===== config.mk =====
export PLATFORM = sky130hd
export DESIGN_NAME = interrupt_ack_controller
export DESIGN_NICKNAME = d
export VERILOG_FILES = /design/src/rtl/interrupt_ack_controller.sv
export SDC_FILE = /design/constraint.sdc
export NUM_CORES = 1
export LEC_CHECK = 0
export CORE_MARGIN = 10
export CORE_UTILIZATION = 45
export DETAILED_ROUTE_END_ITERATION = 8
export GPL_TIMING_DRIVEN = 0
export PLACE_DENSITY = 0.74
export SYNTH_ARGS = -nofsm -noshare
export SYNTH_HDL_FRONTEND = slang
export SYNTH_SLANG_ARGS = --single-unit
export TNS_END_PERCENT = 30

===== constraint.sdc =====
create_clock -name i_clk -period 3.5 [get_ports i_clk]
set_input_delay 0.525 -clock i_clk [delete_from_list [all_inputs] [get_ports i_clk]]
set_output_delay 0.525 -clock i_clk [all_outputs]
set_load 0.01 [all_outputs]

===== src/rtl/interrupt_ack_controller.sv =====
// 8259-style interrupt acknowledge sequencer: INTA handshake, ISR, rotation pointer, vector byte, OCW2.
// Optional automatic EOI support is enabled by defining PIC_AUTO_EOI_EN.
module interrupt_ack_controller (
  input  logic       i_clk,
  input  logic       i_rst_n,
  input  logic [7:0] i_interrupt,
  input  logic       i_inta_n,
  input  logic [4:0] i_vector_base,
  input  logic       i_auto_eoi_config,
  input  logic       i_ocw2_write,
  input  logic [7:0] i_ocw2_data,
  output logic [7:0] o_in_service_register,
  output logic [2:0] o_priority_rotate,
  output logic       o_int_out,
  output logic [7:0] o_irr_clear,
  output logic [7:0] o_data_out,
  output logic       o_data_out_enable
);

  typedef enum logic [2:0] {
    IDLE    = 3'd0,
    PENDING = 3'd1,
    ACK1    = 3'd2,
    WAIT2   = 3'd3,
    VECTOR  = 3'd4
  } state_t;

  state_t     r_state;
  state_t     w_next_state;
  logic       r_inta_prev;
  logic       w_fall;
  logic       w_rise;
  logic [2:0] r_level;
  logic       r_spurious;
  logic [7:0] r_isr;
  logic [2:0] r_rotate;
  logic       r_int_out;
  logic [7:0] r_irr_clear;
  logic [7:0] r_data_out;
  logic       r_data_out_enable;

  logic       w_aeoi_active;
  logic       w_rotate_in_aeoi;
  logic       w_unused;

  logic       w_ack_take;
  logic       w_ack_valid;
  logic [2:0] w_ack_level;
  logic [7:0] w_set_mask;
  logic [2:0] w_level_next;
  logic       w_spurious_next;
  logic       w_aeoi_done;
  logic [7:0] w_aeoi_clear;
  logic       w_eoi_found;
  logic [2:0] w_eoi_level;
  logic [7:0] w_ocw2_clear;
  logic [2:0] w_rotate_next;
  logic [7:0] w_isr_next;
  logic [2:0] w_cmd;
  logic [2:0] w_cmd_level;

  assign w_fall      = r_inta_prev & ~i_inta_n;
  assign w_rise      = ~r_inta_prev & i_inta_n;
  assign w_cmd       = i_ocw2_data[7:5];
  assign w_cmd_level = i_ocw2_data[2:0];

`ifdef PIC_AUTO_EOI_EN
  logic r_rotate_in_aeoi;
  logic w_rotate_in_aeoi_next;

  assign w_aeoi_active    = i_auto_eoi_config;
  assign w_rotate_in_aeoi = r_rotate_in_aeoi;
  assign w_unused         = ^i_ocw2_data[4:3];

  always_comb begin
    w_rotate_in_aeoi_next = r_rotate_in_aeoi;
    if (i_ocw2_write && (w_cmd == 3'b100)) w_rotate_in_aeoi_next = 1'b1;
    if (i_ocw2_write && (w_cmd == 3'b000)) w_rotate_in_aeoi_next = 1'b0;
  end

  always_ff @(posedge i_clk) begin
    if (!i_rst_n) r_rotate_in_aeoi <= 1'b0;
    else          r_rotate_in_aeoi <= w_rotate_in_aeoi_next;
  end
`else
  assign w_aeoi_active    = 1'b0;
  assign w_rotate_in_aeoi = 1'b0;
  assign w_unused         = ^{i_auto_eoi_config, i_ocw2_data[4:3]};
`endif

  always_ff @(posedge i_clk) begin
    if (!i_rst_n) r_state <= IDLE;
    else          r_state <= w_next_state;
  end

  always_comb begin
    w_next_state = r_state;
    case (r_state)
      IDLE:    if (|i_interrupt) w_next_state = PENDING;
      PENDING: if (w_fall)       w_next_state = ACK1;
      ACK1:    if (w_rise)       w_next_state = WAIT2;
      WAIT2:   if (w_fall)       w_next_state = VECTOR;
      VECTOR:  if (w_rise)       w_next_state = IDLE;
      default:                   w_next_state = IDLE;
    endcase
  end

  always_comb begin
    w_ack_valid = |i_interrupt;
    w_ack_level = 3'd0;
    for (int i = 7; i >= 0; i--) begin
      if (i_interrupt[i]) w_ack_level = 3'(i);
    end

    w_ack_take      = (r_state == PENDING) && w_fall;
    w_set_mask      = (w_ack_take && w_ack_valid) ? (8'b0000_0001 << w_ack_level) : 8'h00;
    w_level_next    = w_ack_take ? (w_ack_valid ? w_ack_level : 3'd7) : r_level;
    w_spurious_next = w_ack_take ? ~w_ack_valid : r_spurious;

    w_aeoi_done  = (r_state == VECTOR) && w_rise && w_aeoi_active && !r_spurious;
    w_aeoi_clear = w_aeoi_done ? (8'b0000_0001 << r_level) : 8'h00;

    // Non-specific EOI picks the highest-priority in-service level, starting just above the rotate pointer.
    w_eoi_found = 1'b0;
    w_eoi_level = 3'd0;
    for (int i = 0; i < 8; i++) begin
      if (!w_eoi_found && r_isr[r_rotate + 3'(i + 1)]) begin
        w_eoi_found = 1'b1;
        w_eoi_level = r_rotate + 3'(i + 1);
      end
    end

    w_ocw2_clear  = 8'h00;
    w_rotate_next = r_rotate;
    if (w_aeoi_done && w_rotate_in_aeoi) w_rotate_next = r_level;
    if (i_ocw2_write) begin
      case (w_cmd)
        3'b001: if (w_eoi_found) w_ocw2_clear = 8'b0000_0001 << w_eoi_level;
        3'b101: begin
          if (w_eoi_found) begin
            w_ocw2_clear  = 8'b0000_0001 << w_eoi_level;
            w_rotate_next = w_eoi_level;
          end
        end
        3'b011: w_ocw2_clear = 8'b0000_0001 << w_cmd_level;
        3'b111: begin
          w_ocw2_clear  = 8'b0000_0001 << w_cmd_level;
          w_rotate_next = w_cmd_level;
        end
        3'b110: w_rotate_next = w_cmd_level;
        default: ;
      endcase
    end

    // Clears use the pre-cycle ISR; an acknowledge set on the same bit takes precedence.
    w_isr_next = (r_isr & ~(w_ocw2_clear | w_aeoi_clear)) | w_set_mask;
  end

  always_ff @(posedge i_clk) begin
    if (!i_rst_n) begin
      r_inta_prev       <= 1'b1;
      r_level           <= 3'd0;
      r_spurious        <= 1'b0;
      r_isr             <= 8'h00;
      r_rotate          <= 3'b111;
      r_int_out         <= 1'b0;
      r_irr_clear       <= 8'h00;
      r_data_out        <= 8'h00;
      r_data_out_enable <= 1'b0;
    end else begin
      r_inta_prev       <= i_inta_n;
      r_level           <= w_level_next;
      r_spurious        <= w_spurious_next;
      r_isr             <= w_isr_next;
      r_rotate          <= w_rotate_next;
      r_int_out         <= (w_next_state == PENDING);
      r_irr_clear       <= w_set_mask;
      r_data_out        <= (w_next_state == VECTOR) ? {i_vector_base, w_level_next} : 8'h00;
      r_data_out_enable <= (w_next_state == VECTOR);
    end
  end

  assign o_in_service_register = r_isr;
  assign o_priority_rotate     = r_rotate;
  assign o_int_out             = r_int_out;
  assign o_irr_clear           = r_irr_clear;
  assign o_data_out            = r_data_out;
  assign o_data_out_enable     = r_data_out_enable;

endmodule


==> impl_metrics.csv, run 1 <==
group,metric,value,unit
status,status,"finished clean",
global_route,antenna_found_initial,0,
logic_synthesis,synthArstFlopShare,0,
run,cap_viol_max_count,0,
clock_tree,ctsHoldBuffers,0,
hold_path,min_path_type,"register to register",
pwr,total_power,1.025,mW
critical_path,critPathCaptureType,"register",
die,core,4817,um2
hold_path,hold_start,"r_level[2]",
critical_path,required,3.67,ns
timing,slew_headroom,0.5281,
hold_path,worstHoldPathCells,2,
global_route,grt_max_degree,12,
critical_path,r2r_cells,11,
die,io_pins,55,
global_route,grt_use_total,0.1425,
timing,min_period,3.252,ns
routing,dr.first_iter.drc_count,202,
cells_and_area,fillers,421,
pwr,p_leak,1.094,nW
logic_synthesis,syn_nets,268,
critical_path,cp_data_arrival_time,3.42,ns
die,start_util,0.4753,
die,die_area,8341,um2
cells_and_area,fin_util,0.6234,
logic_synthesis,yosysTopAreaCellShare,0.3148,
routing,viasPerCell,5.910,
logic_synthesis,synth_area_leaders,"dfxtp_1 31%, mux4_2 11%, a21oi_1 3.3%",
placement,gp_congestion,0.9053,
pwr,irDropWorstVdd,0.0003623,V
timing,tightest_slew,0.7019,ns
timing,rsz0062_at_grt,"false",
cells_and_area,area_growth,31.15,%
routing,wire_per_inst,16.87,um
die,die_y,91.33,um
logic_synthesis,syn-instance-count,240,
clock_tree,cts_tree,"done",
clock_tree,cts_buffers,5,
cells_and_area,layout-drive-gt1-share,0.1405,
pwr,p_sw_frac,0.3023,
placement,dpl.hpwl,4886,um
hold_path,whs_endpoint,"r_level[2]",
logic_synthesis,ys_types,60,
critical_path,r2r_start,"o_priority_rotate[1]",
logic_synthesis,ys_ff_latch,36,
logic_synthesis,netlist_area,2290,um2
logic_synthesis,yosysTopAreaCell,"dfxtp_1",
timing,finalHoldViolations,0,
clock_tree,cts_buffer_depth,2,
clock_tree,clkTransAtPathRegs,0.07,ns
logic_synthesis,ys.flop_type,"dfxtp_1",
critical_path,ff2ff_setup_slack,0.25,ns
die,row_count,25,
cells_and_area,fin_nets,326,
timing,timing.final.crit_share,0.9290,
logic_synthesis,yosysMostFrequentCell,"dfxtp_1",
logic_synthesis,syn_area_per_cell,9.540,um2
critical_path,crit_fanout,11,
timing,finClkSkew,0.004194,ns
cells_and_area,num_antenna_cells,0,
routing,ant_nets,0,
pwr,p_per_area,341.5,nW/um2
pwr,p_switching,0.3100,mW
pwr,seq_power_share,0.431,
placement,port_buffers,51,
critical_path,worst-setup-path-type,"register to register",
global_route,grt_pass1_wl,10120,um
pwr,clkPwrFrac,0.297,
logic_synthesis,synth_warnings,0,
routing,drcViolationCount,0,
timing,slew_violations,0,
global_route,first_global_vias,2080,
clock_tree,cts_root_buf,"clkbuf_8",
critical_path,critPathLaunchType,"register",
timing,finalSetupViolCount,0,
routing,vias,2163,
die,die_w,91.33,um
logic_synthesis,yosys-top-cells-count,"36 x dfxtp_1, 17 x nand2_1, 15 x a21oi_1",
clock_tree,cts_sinks,36,
global_route,grt_overflow_total,0,
logic_synthesis,synth_edf_count,0,
logic_synthesis,seq_area_frac_synth,0.3148,
timing,fmax,0.3075,GHz
clock_tree,clock_latency,0.28,ns
routing,wirelength,6175,um
clock_tree,cts_max_level,2,
pwr,p_int,0.7154,mW
routing,dr.pass1.iters,4,
pwr,p_comb_frac,0.271,
critical_path,r2r_end,"o_in_service_register[5]",
-- power by group through the flow --
stage | clock, mW | sequential (mW) | combinational (mW)
after floorplan | 0 | 0.451 | 0.179
after global placement | 0 | 0.451 | 0.267
after detailed placement | 0 | 0.451 | 0.270
after CTS | 0.311 | 0.442 | 0.271
after global routing | 0.324 | 0.444 | 0.303
final | 0.305 | 0.442 | 0.278
-- state kept, by name, indices dropped and copies added, names as in the netlist --
register and cells:
o_priority_rotate 3, o_data_out 8, r_level 3, r_inta_prev 1, o_int_out 1, o_in_service_register 8
o_irr_clear 8, o_data_out_enable 1, r_state 3
-- worst max-delay path: stages (launching register included) --
cell,delay (ns)
dfxtp_1,0.46
buf_4,0.26
inv_2,0.10
ha_4,0.36
mux4_2,0.40
mux2i_4,0.26
nand3b_4,0.17
nor2_2,0.22
o2bb2ai_2,0.21
o21ai_1,0.18
nand3b_1,0.19
a221o_1,0.32
-- per-layer routing --
metal / share of wire / routed length (um) / GRT usage
met1: 0.43 / 2636 / 0.1851
met2: 0.46 / 2867 / 0.2243
met3: 0.099 / 611 / 0.04856
met4: 0.0099 / 61 / 0.02742
met5: 0 / 0 / 0
-- layout make-up --
type | instances | area [um2] | area share
clock inverters | 1 | 7.507 | 0.002500
well taps | 67 | 83.83 | 0.02792
repair buffers | 52 | 518.0 | 0.1725
plain buffers | 6 | 36.28 | 0.01208
inverters | 6 | 22.52 | 0.007500
flip-flops and latches | 36 | 720.7 | 0.2400
clock buffers | 7 | 86.33 | 0.02875
multi-input cells | 191 | 1528 | 0.5088
-- through the flow --
stage / hold slack (ns) / instance area (um2) / setup WS, ns / TNS, ns / std cells
finish: 0.5253 / 3003 / 0.2484 / 0 / 366
CTS: 0.5323 / 2974 / 0.05018 / 0 / 365
floorplan: 0.4789 / 2290 / 0.3031 / 0 / 240
global placement: 0.5085 / 2884 / -0.06498 / -0.1456 / 358
global route: 0.5626 / 3003 / 0.05493 / 0 / 366
detailed placement: 0.5138 / 2884 / -0.1186 / -0.2266 / 358
-- worst max-delay path by stage --
stage | start | to | slack (ns) | cells past startpoint
floorplan | o_priority_rotate[1] | o_in_service_register[5] | 0.30 | 12
global placement | o_priority_rotate[1] | o_in_service_register[5] | -0.06 | 12
detailed placement | o_priority_rotate[1] | o_in_service_register[5] | -0.12 | 12
CTS | o_priority_rotate[1] | o_in_service_register[5] | 0.05 | 11
global route | o_priority_rotate[1] | o_in_service_register[5] | 0.05 | 11
finish | o_priority_rotate[1] | o_in_service_register[5] | 0.25 | 11
-- cells in the final DEF (no fill, tap or decap), drive strengths merged, types with 2 or more instances in the layout --
master / Yosys / routed
clkdlybuf4s50: 0 / 51
dfxtp: 36 / 36
nand2: 18 / 18
a21oi: 16 / 16
nor2: 15 / 15
o21ai: 13 / 13
mux4: 11 / 11
nand2b: 10 / 10
clkbuf: 3 / 9
mux2i: 8 / 8
and2: 7 / 7
nor2b: 7 / 7
nand3: 7 / 7
nor3b: 7 / 7
inv: 6 / 6
o311ai: 6 / 6
nor4: 6 / 6
a31oi: 5 / 5
o211ai: 5 / 5
buf: 4 / 5
nor3: 4 / 4
mux2: 4 / 4
a211o: 4 / 4
o21a: 3 / 3
o21bai: 3 / 3
and3: 3 / 3
and3b: 3 / 3
nand3b: 3 / 3
o31ai: 2 / 2
xor2: 2 / 2
a221oi: 2 / 2
ha: 2 / 2
-- kinds of logic after synthesis --
| logic type | Yosys count | synth area share |
|---|---|---|
| compound gates | 68 | 0.2126 |
| flops | 36 | 0.3148 |
| fa+ha+maj | 2 | 0.01093 |
| simple gates | 95 | 0.2459 |
| buf+inv | 13 | 0.02732 |
| mux | 23 | 0.1738 |
| xor+xnor | 3 | 0.01476 |
-- what timing repair did --
action,in CTS,in global routing
gates resized for setup,0,3
buffers inserted,0,1
setup endpoints to repair,7,8
pin swaps,0,1
Power figures use the tool's default switching activity.
==> run 2, diff against run 1 <==
- CORE_ASPECT_RATIO: not set -> 0.6
==> run 2 against run 1 <==
Maximum frequency rose by 0.51%. Die area rose by 1.1%. First-iteration DRC count fell by 24%. Via count rose by 0.74%. Critical path depth did not move. Highest routed layer unchanged. Design area rose by 0.33%. Clock power rose by 20%. Sequential cell count did not move. Wire length rose by 12%. Cell count fell by 1.4%. Register-to-register slack improved by 0.02 ns. Non-clock buffer count fell by 1.
==> impl_metrics.csv, run 2 (synthesized netlist as in run 1, its figures left out) <==
group,metric,value,unit
clock_tree,cts_buffers,5,
clock_tree,cts_root_buf,"clkbuf_8",
global_route,first_global_vias,2104,
cells_and_area,register_area,723.2,um2
cells_and_area,final_common_cell,"clkdlybuf4s50_1",
timing,finClkSkew,0.009064,ns
die,core,4731,um2
die,die_area,8435,um2
placement,gp_congestion,0.9135,
global_route,grt_max_degree,13,
pwr,p_int,0.7676,mW
global_route,antenna_found_initial,0,
die,start_util,0.4840,
timing,fmax,0.3091,GHz
routing,ant_nets,0,
placement,port_buffers,51,
clock_tree,clkTransAtPathRegs,0.07,ns
timing,rsz0062_at_grt,"false",
cells_and_area,multi_input_area,1530,um2
routing,dr.pass1.iters,5,
pwr,p_sw_frac,0.3023,
pwr,seq_power_share,0.403,
routing,dr.first_iter.drc_count,154,
clock_tree,cts_sinks,36,
cells_and_area,fin_util,0.6369,
pwr,p_switching,0.3325,mW
timing,tightest_slew,0.7210,ns
routing,drcViolationCount,0,
timing,slew_headroom,0.5153,
routing,viasPerCell,6.036,
placement,dpl.hpwl,5375,um
pwr,clkPwrFrac,0.333,
die,die_y,75.26,um
pwr,p_comb_frac,0.265,
cells_and_area,final_cell_mix,"51 x clkdlybuf4s50_1, 34 x dfxtp_1, 17 x nand2_1",
routing,vias,2179,
clock_tree,cts_max_level,2,
critical_path,cp_data_arrival_time,3.42,ns
clock_tree,clock_latency,0.29,ns
cells_and_area,fillers,390,
timing,min_period,3.235,ns
global_route,grt_use_total,0.1645,
critical_path,crit_fanout,11,
pwr,irDropWorstVdd,0.0002462,V
die,io_pins,55,
status,status,"finished clean",
timing,finalSetupViolCount,0,
pwr,p_per_area,365.1,nW/um2
timing,timing.final.crit_share,0.9243,
hold_path,min_path_type,"register to register",
global_route,grt_pass1_wl,11320,um
cells_and_area,fin_nets,325,
critical_path,worst-setup-path-type,"register to register",
cells_and_area,area_growth,31.58,%
routing,wire_per_inst,19.14,um
die,row_count,19,
global_route,grt_overflow_total,0,
timing,whs,0.5172,ns
routing,wirelength,6909,um
cells_and_area,num_antenna_cells,0,
timing,slew_violations,0,
clock_tree,cts_tree,"done",
pwr,p_leak,1.100,nW
timing,finalHoldViolations,0,
critical_path,required,3.68,ns
critical_path,critPathLaunchType,"register",
run,cap_viol_max_count,0,
cells_and_area,layout-drive-gt1-share,0.1510,
clock_tree,cts_buffer_depth,2,
die,die_w,112.1,um
critical_path,critPathCaptureType,"register",
==> run 2: cell types whose count changed in the layout (fill, tap and decap cells not counted), sizes merged <==
cell | before | now
bufinv | 0 | 1
clkinv | 0 | 1
clkbuf | 9 | 7
buf | 5 | 4
==> run 2: area by class of cell <==
class	count	area share
Clock buffer	5	0.02284
Tap cell	63	0.02616
Clock inverter	3	0.01412
Buffer	6	0.01204
Inverter	6	0.007475
Multi-Input combinational cell	191	0.5079
Sequential cell	36	0.2400
Timing Repair Buffer	51	0.1694
==> run 2: final timing paths <==
path                              from                       end  slack, ns  depth (start not counted)
setup / recovery  o_priority_rotate[1]  o_in_service_register[5]       0.26                         11
hold / removal              r_level[2]             o_data_out[2]       0.52                          2
setup reg to reg  o_priority_rotate[1]  o_in_service_register[5]       0.26                         11
hold reg to reg             r_level[2]             o_data_out[2]       0.52                          2
==> run 2: power groups by stage <==
stage	Sequential, mW	Clock [mW]	Combinational (mW)
3_3_place_gp	0.451	0	0.274
3_5_place_dp	0.451	0	0.277
6_report	0.443	0.366	0.291
2_1_floorplan	0.451	0	0.179
4_1_cts	0.442	0.373	0.279
5_1_grt	0.445	0.387	0.315
==> run 2: through the flow <==
stage / TNS [ns] / cells / setup slack [ns] / power [mW] / area [um2]
2_1_floorplan: 0 / 240 / 0.3031 / 0.6295 / 2290
3_3_place_gp: -0.7079 / 354 / -0.2167 / 0.7251 / 2879
3_5_place_dp: -0.6182 / 354 / -0.2375 / 0.7280 / 2879
4_1_cts: 0 / 361 / 0.04894 / 1.094 / 2989
5_1_grt: 0 / 361 / 0.05816 / 1.148 / 3013
6_report: 0 / 361 / 0.2649 / 1.100 / 3013
==> run 2: what timing repair did <==
action	CTS	global route
setup buffers	0	0
gates resized for setup	1	5
pin swaps	0	0
hold buffers	0	0
setup endpoints to repair	9	10
cloned	0	0
==> run 2: metal layers <==
metal  part of all wire  track usage  wire, um
met5                  0            0         0
met4             0.0074      0.03501        51
met3               0.14      0.08095       953
met2               0.38       0.2163      2652
met1               0.47       0.2317      3252
==> run 2: critical path, cell delays in order (launching register included) <==
cell       delay (ns)
dfxtp_2          0.40
buf_4            0.24
inv_2            0.09
ha_4             0.37
mux4_2           0.41
mux2i_4          0.29
nand3b_4         0.20
nor2_4           0.22
o2bb2ai_2        0.20
o21ai_1          0.20
nand3b_1         0.19
a221o_1          0.31
==> run 3, diff against run 2 <==
- REMOVE_ABC_BUFFERS: not set -> 1
==> run 3 against run 2 <==
Maximum frequency shrank 0.79%. Die area is the same. Non-clock buffer count shrank 6. Global-route usage shrank 1.1 points. Sequential cell count is the same. Register-to-register slack lost 0.03 ns. Cell count shrank 1.7%. Sequential power grew 2%. Count of clock-buffer cells in the layout grew 2. Clock skew shrank 0.0054 ns. Critical path depth shrank 1. Worst hold slack gained 0.0014 ns. Highest routed layer unchanged.
==> impl_metrics.csv, run 3 (synthesized netlist as in run 1, its figures left out) <==
group,metric,value,unit
critical_path,cp_num_buf_inv,1,
routing,vias,2165,
pwr,irDropWorstVdd,0.0002413,V
cells_and_area,num_antenna_cells,0,
cells_and_area,register_area,728.2,um2
clock_tree,ctsHoldBuffers,0,
routing,viasPerCell,6.099,
critical_path,crit_family,"multiplexers",
placement,placed_area,2839,um2
timing,whs,0.5186,ns
die,row_count,19,
cells_and_area,layout-drive-gt1-share,0.1370,
die,start_util,0.4840,
critical_path,critPathLaunchType,"register",
cells_and_area,area_growth,29.95,%
die,die_y,75.26,um
critical_path,critPathCaptureType,"register",
timing,rsz0062_at_grt,"false",
timing,fmax,0.3067,GHz
critical_path,worst-setup-path-type,"register to register",
run,cap_viol_max_count,0,
clock_tree,cts_sinks,36,
critical_path,path_cells,"inv_2 > ha_2 > mux4_2 > mux2i_4 > nand3b_4 > nor2_2 > o2bb2ai_2 > o21ai_1 > nand3b_1 > a221o_1",
pwr,p_sw_frac,0.2853,
placement,dpl.hpwl,5030,um
timing,timing.final.crit_share,0.9317,
cells_and_area,stdcell_area,2975,um2
pwr,p_int,0.7998,mW
routing,drcViolationCount,0,
clock_tree,cts_buffers,5,
clock_tree,cts_resized,2,
critical_path,cp_slowest_cell,"ha_2",
critical_path,required,3.68,ns
cells_and_area,final_common_cell,"clkdlybuf4s50_1",
critical_path,cp_data_arrival_time,3.44,ns
routing,dr.first_iter.drc_count,175,
routing,dr.pass1.iters,4,
pwr,p_comb_frac,0.235,
timing,finalHoldViolations,0,
clock_tree,cts_root_buf,"clkbuf_8",
pwr,p_switching,0.3193,mW
routing,wirelength,6435,um
cells_and_area,fin_nets,319,
cells_and_area,final_cells,355,
placement,gp_congestion,0.9312,
cells_and_area,final_cell_mix,"51 x clkdlybuf4s50_1, 34 x dfxtp_1, 17 x nand2_1",
pwr,seq_power_share,0.404,
die,io_pins,55,
status,status,"finished clean",
global_route,antenna_found_initial,0,
placement,port_buffers,51,
die,die_w,112.1,um
timing,tightest_slew,0.8141,ns
cells_and_area,fillers,414,
timing,tns,0,ns
cells_and_area,fin_util,0.6289,
global_route,first_global_vias,2006,
routing,ant_nets,0,
clock_tree,cts_buffer_depth,2,
timing,min_period,3.261,ns
pwr,p_leak,1.089,nW
clock_tree,cts_max_level,2,
clock_tree,cts_tree,"done",
pwr,p_per_area,376.1,nW/um2
die,core,4731,um2
placement,place_inst,347,
timing,finClkSkew,0.003680,ns
hold_path,min_path_type,"register to register",
timing,finalSetupViolCount,0,
timing,fin_ws,0.2390,ns
placement,dp_worst_setup_slack,-0.2196,ns
critical_path,cp_slowest_stage_delay,0.50,ns
pwr,clkPwrFrac,0.361,
timing,slew_violations,0,
global_route,grt_pass1_wl,10620,um
pwr,total_power,1.119,mW
clock_tree,clock_latency,0.29,ns
clock_tree,clkTransAtPathRegs,0.07,ns
clock_tree,cts_setup_buffers,0,
global_route,grt_use_total,0.1536,
timing,slew_headroom,0.4556,
global_route,grt_max_degree,25,
die,die_area,8435,um2
critical_path,crit_fanout,14,
routing,wire_per_inst,18.13,um
cells_and_area,multi_input_area,1509,um2
global_route,grt_overflow_total,0,
==> run 3: changes by cell type in the layout (fill, tap and decap cells not counted), moves of 2 or more <==
| cell | previous run | this run |
|---|---|---|
| buf_2 | 2 | 0 |
| clkbuf_1 | 2 | 0 |
| clkbuf_8 | 5 | 7 |
| dfxtp_2 | 2 | 0 |
| dfxtp_4 | 0 | 2 |
==> run 3: worst paths after layout <==
check / from / to / slack (ns) / cells past startpoint
worst max-delay path: o_priority_rotate[1] / o_in_service_register[5] / 0.24 / 10
worst min-delay path: r_level[2] / o_data_out[2] / 0.52 / 2
worst max register to register: o_priority_rotate[1] / o_in_service_register[5] / 0.24 / 10
worst min register to register: r_level[2] / o_data_out[2] / 0.52 / 2
==> run 3: worst register-to-register path: cells and delay by family (launching register included) <==
family	cells	cell delay, ns
and+or+nand+nor	3	0.65
DFF	1	0.49
adders and majority gates	1	0.50
AOI/OAI and AO/OA	3	0.69
buffers and inverters	1	0.11
muxes	2	0.72
==> run 3: power by group through the flow <==
stage               registers, mW  logic (mW)  clock network (mW)
floorplan                   0.459       0.164                   0
global placement            0.461       0.254                   0
detailed placement          0.462       0.257                   0
CTS                         0.453       0.259               0.408
global route                0.457       0.285               0.421
finish                      0.452       0.263               0.404
==> run 3: area by class of cell <==
cell class | instances | share of cell area
clock buffers | 7 | 0.03238
clock inverters | 1 | 0.01009
inverters | 6 | 0.007569
multi-input cells | 191 | 0.5072
flip-flops and latches | 36 | 0.2447
well taps | 63 | 0.02649
repair buffers | 51 | 0.1716
==> run 3: layer usage <==
layer | part of all wire | global-route usage
met5 | 0 | 0
met2 | 0.38 | 0.1977
met1 | 0.50 | 0.2286
met4 | 0.0093 | 0.03782
met3 | 0.11 | 0.05635
